## src/rtl/bram_rmw_counter_ctrl.sv

```systemverilog
// Read-modify-write controller keeping one saturating counter per BRAM address.
// Port 1 reads operands, port 2 writes results back; the whole RAM is zeroed after reset.
module bram_rmw_counter_ctrl #(
    parameter int ADDR_BITS   = 8,
    parameter int DATA_WIDTH  = 32,
    parameter int DELTA_WIDTH = 16
) (
    input  logic                   clk,
    input  logic                   rst,

    input  logic                   s_upd_valid,
    output logic                   s_upd_ready,
    input  logic [ADDR_BITS-1:0]   s_upd_addr,
    input  logic [DELTA_WIDTH-1:0] s_upd_delta,
    input  logic                   s_upd_sub,

    input  logic                   s_rd_valid,
    output logic                   s_rd_ready,
    input  logic [ADDR_BITS-1:0]   s_rd_addr,

    output logic                   m_rd_valid,
    output logic [DATA_WIDTH-1:0]  m_rd_data,

    output logic                   init_done,

    output logic                   ram_en1,
    output logic [ADDR_BITS-1:0]   ram_addr1,
    input  logic [DATA_WIDTH-1:0]  ram_dout1,

    output logic                   ram_en2,
    output logic                   ram_we2,
    output logic [ADDR_BITS-1:0]   ram_addr2,
    output logic [DATA_WIDTH-1:0]  ram_din2
);

    typedef enum logic {
        S_CLEAR = 1'b0,
        S_RUN   = 1'b1
    } state_t;

    typedef struct packed {
        logic                   valid;
        logic                   is_upd;
        logic                   sub;
        logic [ADDR_BITS-1:0]   addr;
        logic [DELTA_WIDTH-1:0] delta;
    } stage1_t;

    state_t                 state;
    logic [ADDR_BITS-1:0]   clr_addr;
    logic                   prio_rd;

    stage1_t                p1;
    stage1_t                p1_nxt;

    logic                   fwd_valid;
    logic [ADDR_BITS-1:0]   fwd_addr;
    logic [DATA_WIDTH-1:0]  fwd_data;

    logic                   run;
    logic                   clearing;
    logic                   upd_grant;
    logic                   rd_grant;
    logic                   upd_commit;
    logic [DATA_WIDTH-1:0]  old_val;
    logic [DATA_WIDTH-1:0]  delta_ext;
    logic [DATA_WIDTH:0]    sum;
    logic [DATA_WIDTH-1:0]  new_val;

    assign run      = (state == S_RUN);
    // rst gates the sweep write so the RAM port is quiet while reset is held.
    assign clearing = (state == S_CLEAR) && !rst;

    // Contested cycles alternate; prio_rd resets to 0 so updates win the first contest.
    assign upd_grant = run && s_upd_valid && (!s_rd_valid || !prio_rd);
    assign rd_grant  = run && s_rd_valid  && (!s_upd_valid ||  prio_rd);

    assign s_upd_ready = upd_grant;
    assign s_rd_ready  = rd_grant;

    assign ram_en1   = upd_grant || rd_grant;
    assign ram_addr1 = upd_grant ? s_upd_addr : (rd_grant ? s_rd_addr : '0);

    assign upd_commit = p1.valid && p1.is_upd;

    // A read issued in the same cycle as a write to that address returned stale data.
    assign old_val = (fwd_valid && (fwd_addr == p1.addr)) ? fwd_data : ram_dout1;

    // NOTE: every combinational output gets a default first so no path can infer a latch.
    always_comb begin
        delta_ext                    = '0;
        delta_ext[DELTA_WIDTH-1:0]   = p1.delta;
        sum                          = {1'b0, old_val} + {1'b0, delta_ext};
        new_val                      = '0;
        if (p1.sub) begin
            if (old_val > delta_ext) begin
                new_val = old_val - delta_ext;
            end
        end else begin
            new_val = sum[DATA_WIDTH] ? '1 : sum[DATA_WIDTH-1:0];
        end
    end

    always_comb begin
        ram_we2   = 1'b0;
        ram_addr2 = '0;
        ram_din2  = '0;
        if (clearing) begin
            ram_we2   = 1'b1;
            ram_addr2 = clr_addr;
        end else if (upd_commit) begin
            ram_we2   = 1'b1;
            ram_addr2 = p1.addr;
            ram_din2  = new_val;
        end
    end

    assign ram_en2 = ram_we2;

    assign m_rd_valid = p1.valid && !p1.is_upd;
    assign m_rd_data  = m_rd_valid ? old_val : '0;

    always_comb begin
        p1_nxt        = '0;
        p1_nxt.valid  = upd_grant || rd_grant;
        p1_nxt.is_upd = upd_grant;
        p1_nxt.sub    = s_upd_sub;
        p1_nxt.addr   = upd_grant ? s_upd_addr : s_rd_addr;
        p1_nxt.delta  = s_upd_delta;
    end

    // NOTE: sequential state uses non-blocking assignments so every register samples pre-edge values.
    always_ff @(posedge clk or posedge rst) begin
        if (rst) begin
            state     <= S_CLEAR;
            clr_addr  <= '0;
            init_done <= 1'b0;
            prio_rd   <= 1'b0;
        end else begin
            case (state)
                S_CLEAR: begin
                    if (clr_addr == '1) begin
                        state     <= S_RUN;
                        init_done <= 1'b1;
                    end else begin
                        clr_addr <= clr_addr + 1'b1;
                    end
                end
                S_RUN: begin
                    if (s_upd_valid && s_rd_valid) begin
                        prio_rd <= ~prio_rd;
                    end
                end
                default: state <= S_CLEAR;
            endcase
        end
    end

    always_ff @(posedge clk or posedge rst) begin
        if (rst) begin
            p1        <= '0;
            fwd_valid <= 1'b0;
            fwd_addr  <= '0;
            fwd_data  <= '0;
        end else begin
            p1        <= p1_nxt;
            fwd_valid <= ram_we2;
            fwd_addr  <= ram_addr2;
            fwd_data  <= ram_din2;
        end
    end

endmodule

```

## config.mk

```make
export PLATFORM = sky130hd
export DESIGN_NAME = bram_rmw_counter_ctrl
export DESIGN_NICKNAME = d
export VERILOG_FILES = /design/src/rtl/bram_rmw_counter_ctrl.sv
export SDC_FILE = /design/constraint.sdc
export NUM_CORES = 1
export LEC_CHECK = 0
export ABC_AREA = 1
export BUFFER_PORTS_ARGS = -buffer_cell sky130_fd_sc_hd__buf_2
export CORE_MARGIN = 2
export CORE_UTILIZATION = 25
export CTS_BUF_LIST = sky130_fd_sc_hd__clkbuf_8
export DETAILED_ROUTE_END_ITERATION = 10
export GPL_ROUTABILITY_DRIVEN = 0
export MAX_ROUTING_LAYER = met4
export PLACE_DENSITY = 0.48
export SLEW_MARGIN = 20
export SYNTH_ARGS = -nofsm -noshare
export SYNTH_HDL_FRONTEND = slang
export SYNTH_SLANG_ARGS = --single-unit
```

## constraint.sdc

```tcl
create_clock -name clk -period 11.7 [get_ports clk]
set_clock_uncertainty 0.2 [all_clocks]
set_input_delay 1.755 -clock clk [delete_from_list [all_inputs] [get_ports clk]]
set_output_delay 1.755 -clock clk [all_outputs]
set_load 0.005 [all_outputs]
```

* Yosys cells after proc, flatten, opt, wreduce, memory -nomap -nowiden
Index checks and enable logic that the tools add are counted.
** Operators by class
- $add $sub $neg :: 3
- Bitwise operators :: 3
- Eq/ne operators :: 2
- Order comparisons :: 1
- Muxes and demuxes :: 16
- Reductions and logical operators :: 20
** Operator list (number)
- 2-to-1 mux 32 bit :: 7
- 2-to-1 mux 8 bit :: 5
- adder 32 x 16 -> 33 bit :: 1
- greater-than comparator 32 x 16 -> 1 bit :: 1
- subtractor 32 x 16 -> 32 bit :: 1
- logical AND 1 bit :: 9
- adder 8 x 1 -> 8 bit (second input constant) :: 1
- equality test 8 bit :: 1
- equality test 8 bit (second input constant) :: 1
- AND reduction 2 bit :: 3
- zero test 1 bit :: 5
- 2-to-1 mux 1 bit :: 4
- logical OR 1 bit :: 3
- NOT 1 bit :: 3
** Word-level totals
- Output and inout port bits :: 87
- Input bits :: 69
- Register bits after elaboration :: 79
- Word-level logic and storage cells :: 57

* Logic depth before layout (Yosys ltp)
Gate-level depths: netlist of run 1.
- Word-level depth :: 8
- Depth in mapped cells :: 30
- Depth with buffers taken out :: 29

* Worst setup path after synthesis of run 1
Ideal clock, no wire load.
- Path type :: in2out
- Start :: input port ram_dout1[1]
- End :: output port ram_din2[18]
- Stages :: 16
- Arrival time :: 4.148 ns
- Slack :: 5.597 ns
- Cell sequence :: nor2_1 > a21oi_1 > inv_1 > fa_1 > or2_1 > o21a_1 > o21ai_2 > a21oi_1 > inv_1 > nand3_4 > nor2_8 > nand2_4 > nand2_4 > buf_6 > o21ai_1 > a21oi_1
** Between the ends
- Longest elaborated chain between the ends :: 6
** Ends and longest elaborated chain
- start, declared :: RTL line 28 : input logic [DATA_WIDTH-1:0] ram_dout1,
- 2-to-1 mux 32 bit * :: RTL line 87 : assign old_val = (fwd_valid && (fwd_addr == p1.addr)) ? fwd_data : ram_dout1;
- adder 32 x 16 -> 33 bit, or another cell as far along :: RTL line 93 : sum = {1'b0, old_val} + {1'b0, delta_ext};
- 2-to-1 mux 32 bit (on tied branches) :: RTL line 100, 96
- 2-to-1 mux 32 bit * :: RTL line 95 : if (p1.sub) begin
- 2-to-1 mux 32 bit * :: RTL line 111 : end else if (upd_commit) begin
- 2-to-1 mux 32 bit * :: RTL line 108 : if (clearing) begin
- end, declared :: RTL line 33 : output logic [DATA_WIDTH-1:0] ram_din2
Every way passes the cells marked *; elsewhere a longest branch is shown, timed or not.

* Final worst setup path of run 1
- Start :: register p1[22] (netlist name)
- End :: output port ram_din2[8]
** Between the ends
- Longest elaborated chain between the ends :: 8
** Ends and longest elaborated chain
- start, declared :: RTL line 53 : stage1_t p1;
- start signal, assigned :: RTL line 166 : p1 <= p1_nxt;
- equality test 8 bit * :: RTL line 87
- logical AND 1 bit * :: RTL line 87
- 2-to-1 mux 32 bit * :: RTL line 87
- adder 32 x 16 -> 33 bit, or another cell as far along :: RTL line 93
- 2-to-1 mux 32 bit (on tied branches) :: RTL line 100, 96
- 2-to-1 mux 32 bit * :: RTL line 95
- 2-to-1 mux 32 bit * :: RTL line 111
- 2-to-1 mux 32 bit * :: RTL line 108
Marks and branches as above.

==> key figures, run 1 <==
Run status
  – Outcome: complete, no violations

Critical path
  – Crit end category: output port
  – Crit path DAT: 5820 ps
  – Critical path type: flop to output port
  – FF-to-FF path depth: 23
  – FF-to-FF setup slack: 6130 ps
  – CP required: 9750 ps
  – Crit path launch type: flop
  – CP max FO: 44

STA
  – Relative slew slack: 0.363
  – Fmax: roughly 130 MHz
  – Final hold vios: 0
  – PnR worst setup slack: between 3000 and 4000 ps
  – Setup TNS: 0 ps
  – Max-slew violation count: 0
  – Fin crit share: 0.664
  – RSZ-0062 raised after global routing: false
  – Worst Tran Pin Value: 951 ps
  – Final setup viols: 0
  – Final Critical Period: between 7000 and 8000 ps

Yosys
  – Warnings, synthesis: 0
  – FFs w/ async S/R, synth: 1.00
  – Register area share after synthesis: 0.279
  – Dominant cell type by area after synthesis: dfrtp_1
  – Cell variety after synth: 48
  – Largest cells by area after synthesis: dfrtp_1 28%, nand2_1 14%, inv_1 8.5%
  – Mux share of post-synthesis cell area: 0
  – Top-count cell post-synth: nand2_1
  – Adder-cell share of the synthesized area: 0.0658
  – Largest family of logic cells by synthesized area: simple AND/OR/NAND/NOR gates
  – Synth cell count leaders: 259 x nand2_1, 161 x inv_1, 150 x nor2_1, 79 x dfrtp_1, 75 x a21oi_1
  – Main flop type after synthesis: dfrtp_1
  – Seq cells post-synth: 79
  – EDFF count, synth: 0
  – Synth Area in XOR/XNOR: 0.0495
  – Syn Inst Count: ~1100
  – Synthesized area: 7080 µm²
  – Net Count, Synth: 1192
  – Compound-Gate Fraction of Synth Area: 0.144
  – Post-synthesis simple-gate area fraction: 0.343
  – Syn_area_per_cell: 6.51 µm²
  – Post-synth top area share: 0.279

GRT
  – Antenna violations before repair: 0
  – Largest net degree at the start of global routing: 80
  – GR Util All Layers: 0.171
  – Grt ovf: 0
  – Vias in the first global route: approximately 7000
  – Global-route wire length before repair: around 38000 µm

Floorplan
  – Die width: 172 µm
  – Die area: 29700 µm²
  – Core Area: 27900 µm²
  – # rows: 61
  – Die Y: 172 µm
  – Starting Density: 0.254
  – I/O pin count: 156

Clock tree
  – CTS tree: done
  – Hold_buf cts: 0
  – Worst-Skew Late Latency: 400 ps
  – Worst-path clk slew: 110 ps
  – Setup Fix Bufs, Post-CTS: 0
  – Post_cts resized: 0
  – Max Buffers Root-to-Sink: 2
  – Root Driver: clkbuf_8
  – CTS Sinks: 79
  – Number of CTS-inserted buffers: 9
  – H-tree depth: 3

Finish
  – Area of the multi-input gates: 4260 µm²
  – Layout net count: approximately 1300
  – # diodes: 0
  – Sequential cell area: 1980 µm²
  – Design area: roughly 8400 µm²
  – Layout area overhead: 18.7%
  – Filler Cell Count: 3126
  – Layout cell share with drive strength beyond 1: 0.187

Routing
  – WL/cell: 15.3 µm
  – Post-route ant nets: 0
  – Iteration-0 DRC Markers: 516
  – Met1 wire length: between 10000 and 15000 µm
  – Met3 WL: 1150 µm
  – Vias per cell: 4.52
  – Top sig layer: met4
  – Via count: 7248
  – Met2 Wirelength: around 11000 µm
  – Remaining DRCs: 0
  – Final WL: 24600 µm
  – Drt pass-1 iters: 5

Power
  – Leak: 4.52 nW
  – Max VDD drop: 0.0611 mV
  – Power Dens Cells: roughly 86 nW/µm²

Placed design
  – HPWL after detailed placement: ~19000 µm
  – Dpl ws: 4350 ps
  – Post-place instance area: around 8200 µm²
  – Number of port buffers: 155

Min path
  – Hold path depth: 1
  – Hold WC Path Type: flop to flop

Flow run
  – # Max-Cap Violations: 0
==> layout by cell type, fill, tap and decap left out, types with 8 or more instances in the layout <==
master      n
nand2_1   259
inv_1     160
buf_2     155
nor2_1    149
dfrtp_1    79
a21oi_1    75
nand3_1    63
o21ai_0    52
xor2_1     37
ha_1       34
nand2_2    16
o21ai_1    16
a211oi_1   14
nand3b_1   10
nor2_2      9
nand4_1     9
clkbuf_8    9
a31oi_1     8
==> logic make-up after synthesis <==
family | count (synthesis)
DFF | 79
adders and majority gates | 36
buffers and inverters | 203
AOI/OAI and AO/OA | 183
xor gates and xnor gates | 40
and+or+nand+nor | 546
==> registers in the layout (all words and copies together) (netlist names) <==
| name | flops |
|---|---|
| p1 | 11 |
| fwd_data | 32 |
| delta_ext | 16 |
| fwd_addr | 8 |
| fwd_valid | 1 |
| init_done | 1 |
| clr_addr | 8 |
| run | 1 |
| prio_rd | 1 |
==> area by class of cell <==
class	count	share of cell area
Tap cell	378	0.0563
Clock inverter	7	0.0130
Clock buffer	9	0.0148
Inverter	166	0.0744
Timing Repair Buffer	161	0.0982
Multi-Input combinational cell	805	0.508
Sequential cell	79	0.235
==> metal layers <==
metal | up-vias | global-route usage
li1 | 3713 | -
met1 | 3316 | 0.235
met2 | 199 | 0.265
met3 | 20 | 0.0224
met4 | 0 | 0.0460
met5 | - | -
==> critical path, stage by stage, from the launching register on <==
cell and delay [ps]:
dfrtp_1 390, inv_1 70, nand2_1 50, nand2_1 90, inv_1 70, nor2_4 330
nand3_2 440, inv_1 380, buf_4 450, nor2_1 80, a21oi_1 330, inv_1 130
fa_1 420, or2_1 260, o21a_1 210, o21ai_2 200, a21oi_1 190, inv_1 160
nand3_4 110, nor2_8 170, nand2_4 60, nand2_4 270, o21ai_1 100, a21oi_1 260
buf_2 170
==> power breakdown <==
| part | internal [mW] | switching, mW |
|---|---|---|
| logic | 0.0592 | 0.121 |
| clock network | 0.126 | 0.135 |
| registers | 0.278 | 0.00317 |
| total | 0.463 | 0.258 |
==> final timing paths <==
kind | startpoint | end
min in group asynchronous | rst | fwd_addr[2]
worst min-delay path | clr_addr[7] | clr_addr[7]
max in group asynchronous | rst | delta_ext[14]
worst max-delay path | p1[22] | ram_din2[8]
worst max register to register | p1[22] | fwd_data[8]
worst min register to register | clr_addr[7] | clr_addr[7]
==> per-stage QoR <==
| step | instances | util | hold WS, ps | total power, mW |
|---|---|---|---|---|
| 2_1_floorplan | 1087 | - | 242 | 0.412 |
| 3_3_place_gp | 1589 | 0.293 | 261 | 0.466 |
| 3_5_place_dp | 1589 | 0.293 | 259 | 0.465 |
| 4_1_cts | 1605 | 0.301 | 275 | 0.729 |
| 5_1_grt | 1605 | 0.301 | 300 | 0.763 |
| 6_report | 1605 | 0.301 | 274 | 0.721 |
Note: power is estimated with default switching activity, not from simulation.
==> run 2, diff against run 1 <==
Settings changed: PLACE_DENSITY 0.48 to 0.49.
Clock period 11.7 ns to 6.3 ns, I/O delays scaled along.
==> key figures, run 2 (synthesis results as in run 1) <==
STA
  – Max-slew violation count: 0 (unchanged)
  – Final setup viols: 0 (unchanged)
  – Final hold vios: 0 (unchanged)
  – PnR worst setup slack: 459 ps (-3470 ps)
  – Worst Tran Pin Value: 1040 ps (+93.7 ps)
  – Setup TNS: 0 ps (unchanged)
  – Relative slew slack: 0.301 (-0.0627)
  – Fmax: 171 MHz
  – RSZ-0062 raised after global routing: false
  – Fin crit share: 0.927
  – Final Critical Period: 5840 ps

Placed design
  – Post-place instance area: 8170 µm² (+0.15%)
  – HPWL after detailed placement: 18900 µm (-1.7%)
  – Dpl ws: 785 ps (-3560 ps)
  – Number of port buffers: 155 (unchanged)

Flow run
  – # Max-Cap Violations: 0 (unchanged)

Routing
  – Post-route ant nets: 0 (unchanged)
  – Remaining DRCs: 0 (unchanged)
  – Vias per cell: 4.50 (-0.42%)
  – Iteration-0 DRC Markers: 378 (-27%)
  – Via count: 7240 (-0.11%)
  – WL/cell: 14.9 µm (-2.8%)
  – Drt pass-1 iters: 5 (unchanged)
  – Final WL: 24000 µm (-2.5%)

Clock tree
  – H-tree depth: 3 (unchanged)
  – Root Driver: clkbuf_8
  – Max Buffers Root-to-Sink: 2 (unchanged)
  – CTS tree: done
  – Setup Fix Bufs, Post-CTS: 0 (unchanged)
  – Worst-Skew Late Latency: 400 ps (about the same)
  – Number of CTS-inserted buffers: 9 (unchanged)
  – Hold_buf cts: 0 (unchanged)
  – CTS Sinks: 79 (unchanged)
  – Worst-path clk slew: 110 ps (about the same)

Power
  – Net Sw Frac: 0.352 (-0.00625)
  – Power Dens Cells: 157 nW/µm² (+83%)
  – Internal Power: 859 µW (+86%)
  – Clock network fraction of design power: 0.358 (-0.003)
  – Power after layout: 1.32 mW (+84%)
  – Comb pwr share: 0.247 (-0.002)
  – Leak: 4.52 nW (about the same)
  – Max VDD drop: 0.0835 mV (+37%)
  – Net Sw Power: 466 µW (+81%)
  – Reg power frac: 0.395 (+0.005)

Floorplan
  – Starting Density: 0.254 (unchanged)
  – Die width: 172 µm (unchanged)
  – Core Area: 27900 µm² (unchanged)
  – Die Y: 172 µm (unchanged)
  – Die area: 29700 µm² (unchanged)
  – # rows: 61 (unchanged)
  – I/O pin count: 156 (unchanged)

Finish
  – Layout net count: 1327 (unchanged)
  – Design area: 8420 µm² (+0.25%)
  – Filler Cell Count: 3163 (+1.2%)
  – Max reg flops: 32 (unchanged)
  – Most frequent cells in the layout: 259 x nand2_1, 160 x inv_1, 155 x buf_2
  – Layout area overhead: 19.0%
  – Commonest non-fill, non-tap cell in the layout: nand2_1
  – Layout cell share with drive strength beyond 1: 0.187 (unchanged)
  – Biggest register: fwd_data

Critical path
  – CP max stage cell: dfrtp_1
  – CP most frequent cell: inv_1
  – Crit end category: output port
  – Crit path DAT: 4700 ps (-1120 ps)
  – Largest stage delay, worst path: 410 ps (-40 ps)
  – Worst path cell trace: inv_1 > nand2_1 > nand2_1 > inv_1 > nand2_1 > nor2_1 > nand3_2 > inv_1 > buf_12 > a21oi_1 > inv_1 > fa_1 > or2_1 > o21a_1 > o21ai_2 > a21oi_1 > inv_1 > nand3_4 > nor2_8 > nand2_4 > nand2_4 > o21ai_1 > nor2_1 > buf_2
  – Critical path type: flop to output port
  – CP max FO: 43 (-2.3%)
  – Crit path launch type: flop
  – CP required: 5150 ps (-4600 ps)
  – FF-to-FF setup slack: 1850 ps (-4280 ps)

GRT
  – GR Util All Layers: 0.168 (-0.00317)
  – Largest net degree at the start of global routing: 44 (-45%)
  – Antenna violations before repair: 5 (+5)
  – Vias in the first global route: 6917 (+0.45%)
  – Global-route wire length before repair: 37200 µm (-1.4%)
  – Grt ovf: 0 (unchanged)

Min path
  – Hold WC Path Type: flop to flop

Run status
  – Outcome: complete, no violations
==> run 2: what timing repair did <==
action	CTS	global route
hold endpoints to repair	0	0
resized for setup	0	1
endpoints found under the setup margin	0	1
==> run 2: critical path, delay by kind of cell, from the launching register on <==
family | cells | cell delay (ps)
simple gates | 11 | 1470
compound gates | 5 | 1070
buf+inv | 7 | 920
flops | 1 | 410
fa+ha+maj | 1 | 410
==> run 2: cell type report <==
type,instances,area (µm²),share of cell area
diodes,5,12.5,0.00149
clock buffers,9,124,0.0147
clock inverters,7,109,0.0129
inverters,166,624,0.0742
multi-input cells,805,4260,0.507
flip-flops and latches,79,1980,0.235
well taps,378,473,0.0562
repair buffers,161,833,0.0990
==> run 2: stage by stage <==
step                hold slack, ps   util  std cells
finish                         280  0.302       1610
detailed placement             259  0.293       1589
CTS                            280  0.302       1605
global placement               257  0.293       1589
global route                   300  0.302       1610
floorplan                      242      -       1087
==> run 2: power by group through the flow <==
stage	Sequential [mW]	Combinational, mW	Clock (mW)
global route	0.525	0.371	0.504
CTS	0.523	0.327	0.490
floorplan	0.530	0.236	0
global placement	0.533	0.329	0
finish	0.523	0.327	0.474
detailed placement	0.533	0.324	0
==> run 2: metal layers <==
| metal | routed length, µm | up-vias | GRT usage |
|---|---|---|---|
| met1 | 11300 | 3326 | 0.216 |
| li1 | - | 3714 | - |
| met3 | 1610 | 14 | 0.0405 |
| met5 | 0 | - | - |
| met2 | 10800 | 186 | 0.271 |
| met4 | 232 | 0 | 0.0325 |
==> run 2: worst paths after layout <==
check | startpoint | end | cells after the start
worst max-delay path | p1[21] | ram_din2[17] | 24
worst min-delay path | clr_addr[7] | clr_addr[7] | 1
worst max register to register | p1[21] | fwd_data[17] | 23
worst min register to register | clr_addr[7] | clr_addr[7] | 1
max in group asynchronous | rst | p1[24] | 3
min in group asynchronous | rst | fwd_data[16] | 2
